`config.mk`:
```
export PLATFORM = sky130hd
export DESIGN_NAME = div_ctrl
export DESIGN_NICKNAME = d
export VERILOG_FILES = /design/src/rtl/div_ctrl.sv
export SDC_FILE = /design/constraint.sdc
export NUM_CORES = 1
export LEC_CHECK = 0
export CAP_MARGIN = 20
export CORE_MARGIN = 4
export CORE_UTILIZATION = 69
export CTS_BUF_LIST = sky130_fd_sc_hd__clkbuf_16
export CTS_CLUSTER_DIAMETER = 60
export CTS_CLUSTER_SIZE = 25
export DETAILED_ROUTE_END_ITERATION = 16
export DONT_BUFFER_PORTS = 1
export GPL_TIMING_DRIVEN = 0
export PLACE_DENSITY_LB_ADDON = 0.15
export REMOVE_ABC_BUFFERS = 1
export SLEW_MARGIN = 20
export SYNTH_ARGS = -nofsm -noshare
export SYNTH_HDL_FRONTEND = slang
export SYNTH_SLANG_ARGS = --single-unit
export TNS_END_PERCENT = 30
```
`constraint.sdc`:
```
create_clock -name clk -period 8.08 [get_ports clk]
set_input_delay 1.212 -clock clk [delete_from_list [all_inputs] [get_ports clk]]
set_output_delay 1.212 -clock clk [all_outputs]
set_load 0.005 [all_outputs]
```
`src/rtl/div_ctrl.sv`:
```
// Multi-cycle radix-2 restoring divider sequencer for DIV.W/DIV.WU/MOD.W/MOD.WU.
// Latches operands on start, iterates 32 times, and holds {remainder, quotient} until acknowledged.
module div_ctrl (
    input  logic        clk,
    input  logic        rst,
    input  logic        start_i,
    input  logic        signed_i,
    input  logic [31:0] dividend_i,
    input  logic [31:0] divisor_i,
    input  logic        cancel_i,
    input  logic        ack_i,
    output logic [63:0] result_o,
    output logic        done_o,
    output logic        busy_o
);

    typedef enum logic [1:0] {
        S_IDLE,
        S_BUSY,
        S_ZERO,
        S_DONE
    } state_t;

    state_t      r_state;
    state_t      w_next;

    logic [4:0]  r_cnt;
    logic [63:0] r_result;

    logic        r_sa;
    logic        r_sb;
    logic [31:0] r_b_abs;
    logic [31:0] r_dividend_raw;
    logic [63:0] r_rq;

    logic        w_accept;
    logic        w_sa;
    logic        w_sb;
    logic [31:0] w_a_abs;
    logic [31:0] w_b_abs;

    logic [32:0] w_t;
    logic [32:0] w_diff;
    logic        w_ge;
    logic [31:0] w_r_next;
    logic [31:0] w_q_next;
    logic [31:0] w_quo_fix;
    logic [31:0] w_rem_fix;

    // Operand capture: signs are only meaningful for signed operations.
    assign w_accept = (r_state == S_IDLE) && start_i && !cancel_i;
    assign w_sa     = signed_i & dividend_i[31];
    assign w_sb     = signed_i & divisor_i[31];
    assign w_a_abs  = w_sa ? (~dividend_i + 32'd1) : dividend_i;
    assign w_b_abs  = w_sb ? (~divisor_i + 32'd1) : divisor_i;

    // One restoring step; the 33-bit compare keeps 0x8000_0000 magnitudes exact.
    assign w_t      = {r_rq[63:32], r_rq[31]};
    assign w_diff   = w_t - {1'b0, r_b_abs};
    assign w_ge     = (w_t >= {1'b0, r_b_abs});
    assign w_r_next = w_ge ? w_diff[31:0] : w_t[31:0];
    assign w_q_next = {r_rq[30:0], w_ge};

    // Remainder follows the dividend's sign; quotient follows the sign product.
    assign w_quo_fix = (r_sa ^ r_sb) ? (~w_q_next + 32'd1) : w_q_next;
    assign w_rem_fix = r_sa ? (~w_r_next + 32'd1) : w_r_next;

    // NOTE: sequential state is written with non-blocking (<=) so every register
    // samples pre-edge values regardless of statement order.
    always_ff @(posedge clk) begin
        if (rst) begin
            r_state <= S_IDLE;
        end else begin
            r_state <= w_next;
        end
    end

    always_comb begin
        // NOTE: the default assignment first guarantees no latch is inferred
        // for paths where no branch below assigns w_next.
        w_next = r_state;
        if (cancel_i) begin
            w_next = S_IDLE;
        end else begin
            case (r_state)
                S_IDLE: begin
                    if (start_i) begin
                        w_next = (divisor_i == 32'd0) ? S_ZERO : S_BUSY;
                    end
                end
                S_BUSY: begin
                    if (r_cnt == 5'd31) begin
                        w_next = S_DONE;
                    end
                end
                S_ZERO:  w_next = S_DONE;
                S_DONE: begin
                    if (ack_i) begin
                        w_next = S_IDLE;
                    end
                end
                default: w_next = S_IDLE;
            endcase
        end
    end

    // Architecturally visible state: counter and held result.
    always_ff @(posedge clk) begin
        if (rst) begin
            r_cnt    <= 5'd0;
            r_result <= 64'd0;
        end else begin
            if (w_accept) begin
                r_cnt <= 5'd0;
            end else if (r_state == S_BUSY && !cancel_i) begin
                r_cnt <= r_cnt + 5'd1;
            end

            if (r_state == S_BUSY && w_next == S_DONE) begin
                r_result <= {w_rem_fix, w_quo_fix};
            end else if (r_state == S_ZERO && w_next == S_DONE) begin
                r_result <= {r_dividend_raw, 32'hFFFF_FFFF};
            end
        end
    end

    // NOTE: the working registers carry no reset; every operation reloads them
    // on acceptance before any of their bits can reach an output.
    always_ff @(posedge clk) begin
        if (w_accept) begin
            r_sa           <= w_sa;
            r_sb           <= w_sb;
            r_b_abs        <= w_b_abs;
            r_dividend_raw <= dividend_i;
            r_rq           <= {32'd0, w_a_abs};
        end else if (r_state == S_BUSY) begin
            r_rq <= {w_r_next, w_q_next};
        end
    end

    assign result_o = r_result;
    assign done_o   = (r_state == S_DONE);
    assign busy_o   = (r_state == S_BUSY) || (r_state == S_ZERO);

endmodule

```
Word level (Yosys, flattened, before mapping)
Cells that the tools add are included.

$add $sub $neg: 6. Multipliers: 0. Div/mod/pow operators: 0. $lt $le $gt $ge: 1. Eq/ne operators: 5. Shifts and indexed selects: 0. Multiplexer cells: 15. Bitwise operators: 7. Reductions and logical operators: 12.

Operator list (count): 2-to-1 mux 32 bit (7); adder 32 x 1 -> 32 bit (second input constant) (4); 2-to-1 mux 64 bit (2); inverter 32 bit (4); greater-or-equal comparator 33 x 32 -> 1 bit (1); zero test 32 bit (1); subtractor 32 bit (1); 2-to-1 mux 2 bit (5); one-hot mux 2 bit (4 select lines) (1); == test 2 bit (second input constant) (3); adder 5 x 1 -> 5 bit (second input constant) (1); == test 5 bit (second input constant) (1); logical AND 1 bit (5); nonzero test 2 bit (2); bitwise AND 1 bit (2); == test 2 x 1 -> 1 bit (second input constant) (1); zero test 2 bit (1); OR reduction 2 bit (1); zero test 1 bit (1); logical OR 1 bit (1); XOR 1 bit (1).

Register bits: 201. Latch bits: 0. Bits in writable memories: 0. Bits in read-only memories: 0. Bits of input ports: 70. Output and inout bits: 66. Memories: 0.

Logic depth before layout (Yosys ltp)
Word-level depth: 9. Mapped depth: 22.

Worst setup path before layout
OpenSTA, ideal clock, no wires.

Path kind: register -> register. From: register r_b_abs[10]. To: register r_result[60], in the netlist result_o[60]. Arrival: 4469 ps. Required time: 7998 ps. Setup slack: 3529 ps. Stages on the path, launching flop included: 22. Clock period less this slack: 4551 ps. Path through: edfxtp_1 > inv_1 > ha_1 > buf_4 > nand2_1 > nor2_1 > o2111ai_4 > a2111oi_4 > or2_1 > buf_6 > buf_4 > buf_2 > buf_2 > mux2i_1 > ha_1 > nand2_1 > nor3_1 > a41oi_1 > nor2_1 > nand3_1 > or4_1 > o2111ai_1.

Longest elaborated chain between the ends: 6. Elaborated cells between the ends (all ways): 7.

RTL lines: from (decl) (RTL line 32) `logic [31:0] r_b_abs;`; from (signal assigned) (RTL line 133) `r_b_abs <= w_b_abs;`; subtractor 32 bit / greater-or-equal comparator 33 x 32 -> 1 bit (equally long branches) (RTL line 59, 60); 2-to-1 mux 32 bit * (RTL line 61) `assign w_r_next = w_ge ? w_diff[31:0] : w_t[31:0];`; inverter 32 bit (RTL line 66) `assign w_rem_fix = r_sa ? (~w_r_next + 32'd1) : w_r_next;`; adder 32 x 1 -> 32 bit (RTL line 66); 2-to-1 mux 32 bit * (RTL line 66); 2-to-1 mux 64 bit * (RTL line 119) `if (r_state == S_BUSY && w_next == S_DONE) begin`; to (signal assigned) (RTL line 120) `r_result <= {w_rem_fix, w_quo_fix};`; to (signal assigned) (RTL line 122) `r_result <= {r_dividend_raw, 32'hFFFF_FFFF};`; to (decl) (RTL line 28) `logic [63:0] r_result;`.

Mark *: on every way between the ends. The rest lies on a longest branch, timed or not. A chain may end at the register's enable or synchronous reset.

Worst setup path after layout
From: register r_rq[40]. To: register r_result[60], in the netlist result_o[60].

Longest elaborated chain between the ends: 6. Elaborated cells between the ends (all ways): 7.

RTL lines: from (decl) (RTL line 34) `logic [63:0] r_rq;`; from (signal assigned) (RTL line 135) `r_rq <= {32'd0, w_a_abs};`; from (signal assigned) (RTL line 137) `r_rq <= {w_r_next, w_q_next};`; subtractor 32 bit / greater-or-equal comparator 33 x 32 -> 1 bit (equally long branches) (RTL line 59, 60); 2-to-1 mux 32 bit * (RTL line 61); inverter 32 bit (RTL line 66); adder 32 x 1 -> 32 bit (RTL line 66); 2-to-1 mux 32 bit * (RTL line 66); 2-to-1 mux 64 bit * (RTL line 119).

Marks and branches as above.

==> flow_metrics.env <==
export IMPL_status="finished, final reports clean"
export IMPL_hold_buffers=0
export IMPL_track_usage=0.309
export IMPL_setup_viol=0
export IMPL_antenna_found_initial=0
export IMPL_cts_tree="built"
export IMPL_critPathMaxFanout=55
export IMPL_cts_sinks=201
export IMPL_ys_seq_elements=201
export IMPL_synth_most_common_cell="nor2_1"
export IMPL_synth_xor_area_frac=0.0919
export IMPL_nNetsFinal=1527
export IMPL_synth_flop_cell="dfxtp_1"
export IMPL_clkTransAtPathRegs_ns=0.09
export IMPL_min_path_type="reg -> reg"
export IMPL_ys_top_cells_by_area="edfxtp_1 (23%), dfxtp_1 (16%), xnor2_1 (5.3%)"
export IMPL_htree_levels=1
export IMPL_first_global_vias=10600
export IMPL_wl_um=33600
export IMPL_critPathKind="reg -> reg"
export IMPL_num_vias=11100
export IMPL_max_cap_violations=0
export IMPL_core_um2=18200
export IMPL_syn2layout_area_growth_pct=4.95
export IMPL_die_w_um=145
export IMPL_netlist_instances=1469
export IMPL_cp_end_kind="register"
export IMPL_pre_cts_ws_ns=2.38
export IMPL_fin_ws_ns=2.11
export IMPL_max_freq_ghz=0.168
export IMPL_cts_root_buf="clkbuf_16"
export IMPL_grt_setup_unrepaired="false"
export IMPL_synthMuxAreaShare=0.0441
export IMPL_syn_mean_instance_area_um2=8.82
export IMPL_port_buffers=0
export IMPL_synth_simple_area_share=0.182
export IMPL_clock_latency_ns=0.49
export IMPL_min_path_cells=2
export IMPL_crit_required_ns=8.49
export IMPL_wl_per_cell_um=20.3
export IMPL_cp_data_arrival_time_ns=6.38
export IMPL_hold_viol_final=0
export IMPL_cts_setup_buffers=0
export IMPL_worst_setup_path_start_kind="register"
export IMPL_via_per_inst=6.69
export IMPL_synth_area_um2=13000
export IMPL_slew_viol_final=0
export IMPL_synth_top_area_share=0.227
export IMPL_drtIter0Drc=797
export IMPL_yosys_area_top_type="edfxtp_1"
export IMPL_min_period_ns=5.97
export IMPL_diodes=0
export IMPL_multi_input_area_um2=7410
export IMPL_fp_dieH_um=145
export IMPL_reg2regPathDepth=15
export IMPL_regArea_um2=5000
export IMPL_drive_above_1_share=0.0534
export IMPL_synthAdderAreaFrac=0.0431
export IMPL_vdd_drop_max_mv=0.265
export IMPL_finalCritPeriodShare=0.739
export IMPL_synth_compound_area_share=0.208
export IMPL_ios=136
export IMPL_async_flop_share=0
export IMPL_worst_pin_slew_ns=1.13
export IMPL_fin_tns_setup_ns=0
export IMPL_gp_congestion=0.925
export IMPL_cts_buffer_depth=3
export IMPL_powerDensity_nw_per_um2=261
export IMPL_synth_top_family_by_area="compound AO/OA/AOI/OAI gates"
export IMPL_die_area_um2=21000
export IMPL_grt_first_pass_wirelength_um=54300
export IMPL_antenna_left=0
export IMPL_finClkSkew_ns=0.0132
export IMPL_core_rowCount=49
export IMPL_slew_headroom=0.240
export IMPL_synth_top_cells_by_count="nor2_1 (175), nand2_1 (115), dfxtp_1 (103)"
export IMPL_hpwl_um=24500
export IMPL_p_leak_nw=5.10
export IMPL_synth_warnings=0
export IMPL_drc=0
export IMPL_grt_ovfl_total=0
export IMPL_drtPass1Iterations=5
export IMPL_cts_buffers=16
export IMPL_synth_edf_count=98
export IMPL_grt_max_degree=77
export IMPL_cts_resized_gates=0
export IMPL_start_util=0.712
export IMPL_seq_area_frac_synth=0.386
export IMPL_nFillCells=1351
export IMPL_synth_cell_types=87
[critical path, cell delays in order (launching register included)]
cell	delay [ns]
dfxtp_1	0.41
ha_1	0.52
nand2_1	0.15
nor2_1	0.27
o2111ai_4	0.22
a2111oi_4	0.90
or2_4	0.75
mux2i_1	0.41
ha_1	0.31
nand2_1	0.07
nor3_1	0.29
a41oi_1	0.33
nor2_1	0.40
nand3_1	0.18
or4_1	0.52
o2111ai_1	0.10
[final cells by class]
| cell class | count | area share |
|---|---|---|
| Multi-Input combinational cell | 1125 | 0.545 |
| Clock inverter | 11 | 0.00957 |
| Clock buffer | 17 | 0.0313 |
| Tap cell | 229 | 0.0211 |
| Inverter | 64 | 0.0182 |
| Sequential cell | 201 | 0.368 |
| Timing Repair Buffer | 5 | 0.00727 |
[sequential cells by signal, indices dropped and copies added (netlist names)]
name / cells
r_b_abs: 32
r_rq: 64
r_sb: 1
result_o: 64
r_dividend_raw: 32
r_state: 2
r_sa: 1
r_cnt: 5
[cell families after synthesis]
group,count (synthesis)
AO/OA/AOI/OAI,397
XOR/XNOR,136
adder cells (fa/ha/maj),44
buffers and inverters,143
flip-flops,201
multiplexers,56
AND/OR/NAND/NOR,492
[routing by layer]
layer  routed length (µm)  part of all wire  GRT usage
met5                    0                 0    0.00227
met4                 1140             0.034      0.111
met3                 2840             0.085     0.0596
met2                15900              0.47      0.515
met1                13700              0.41      0.406
[power by group]
group | internal (mW) | total, mW | switching [mW] | leakage, nW
clock network | 0.413 | 0.836 | 0.423 | 0.266
logic | 0.530 | 1.44 | 0.912 | 3.08
registers | 1.17 | 1.27 | 0.100 | 1.76
total | 2.11 | 3.55 | 1.44 | 5.10
[worst paths after layout]
path,start,to,slack [ns]
setup / recovery,r_rq[40],result_o[60],2.11
hold / removal,r_rq[59],r_rq[59],0.51
setup reg to reg,r_rq[40],result_o[60],2.11
hold reg to reg,r_rq[59],r_rq[59],0.51
[layout by cell type (no fill, tap or decap), types with 16 or more instances in the layout]
master | Yosys | routed
ha_1 | 43 | 42
o21ai_0 | 80 | 80
mux2i_1 | 47 | 47
a21oi_1 | 89 | 89
xnor2_1 | 78 | 77
a31oi_1 | 18 | 18
nor2_1 | 175 | 175
nand2_1 | 115 | 112
a211oi_1 | 50 | 50
clkbuf_16 | 0 | 17
xor2_1 | 58 | 58
nor3_1 | 44 | 44
dfxtp_1 | 103 | 103
or3_1 | 17 | 17
edfxtp_1 | 98 | 98
nand3_1 | 23 | 23
nor4_1 | 16 | 16
nand2b_1 | 17 | 16
o22ai_1 | 37 | 37
inv_1 | 61 | 60
[per-stage QoR]
step | cell area, µm² | power, mW | utilization | hold WS (ns) | cells
detailed placement | 13000 | 2.70 | 0.716 | 0.498 | 1624
global route | 13600 | 3.75 | 0.747 | 0.537 | 1652
floorplan | 12600 | 2.36 | - | 0.474 | 1390
global placement | 12900 | 2.67 | 0.709 | 0.492 | 1619
finish | 13600 | 3.55 | 0.747 | 0.513 | 1652
CTS | 13600 | 3.53 | 0.747 | 0.512 | 1652
No activity file was read; power rests on OpenSTA's default activity.
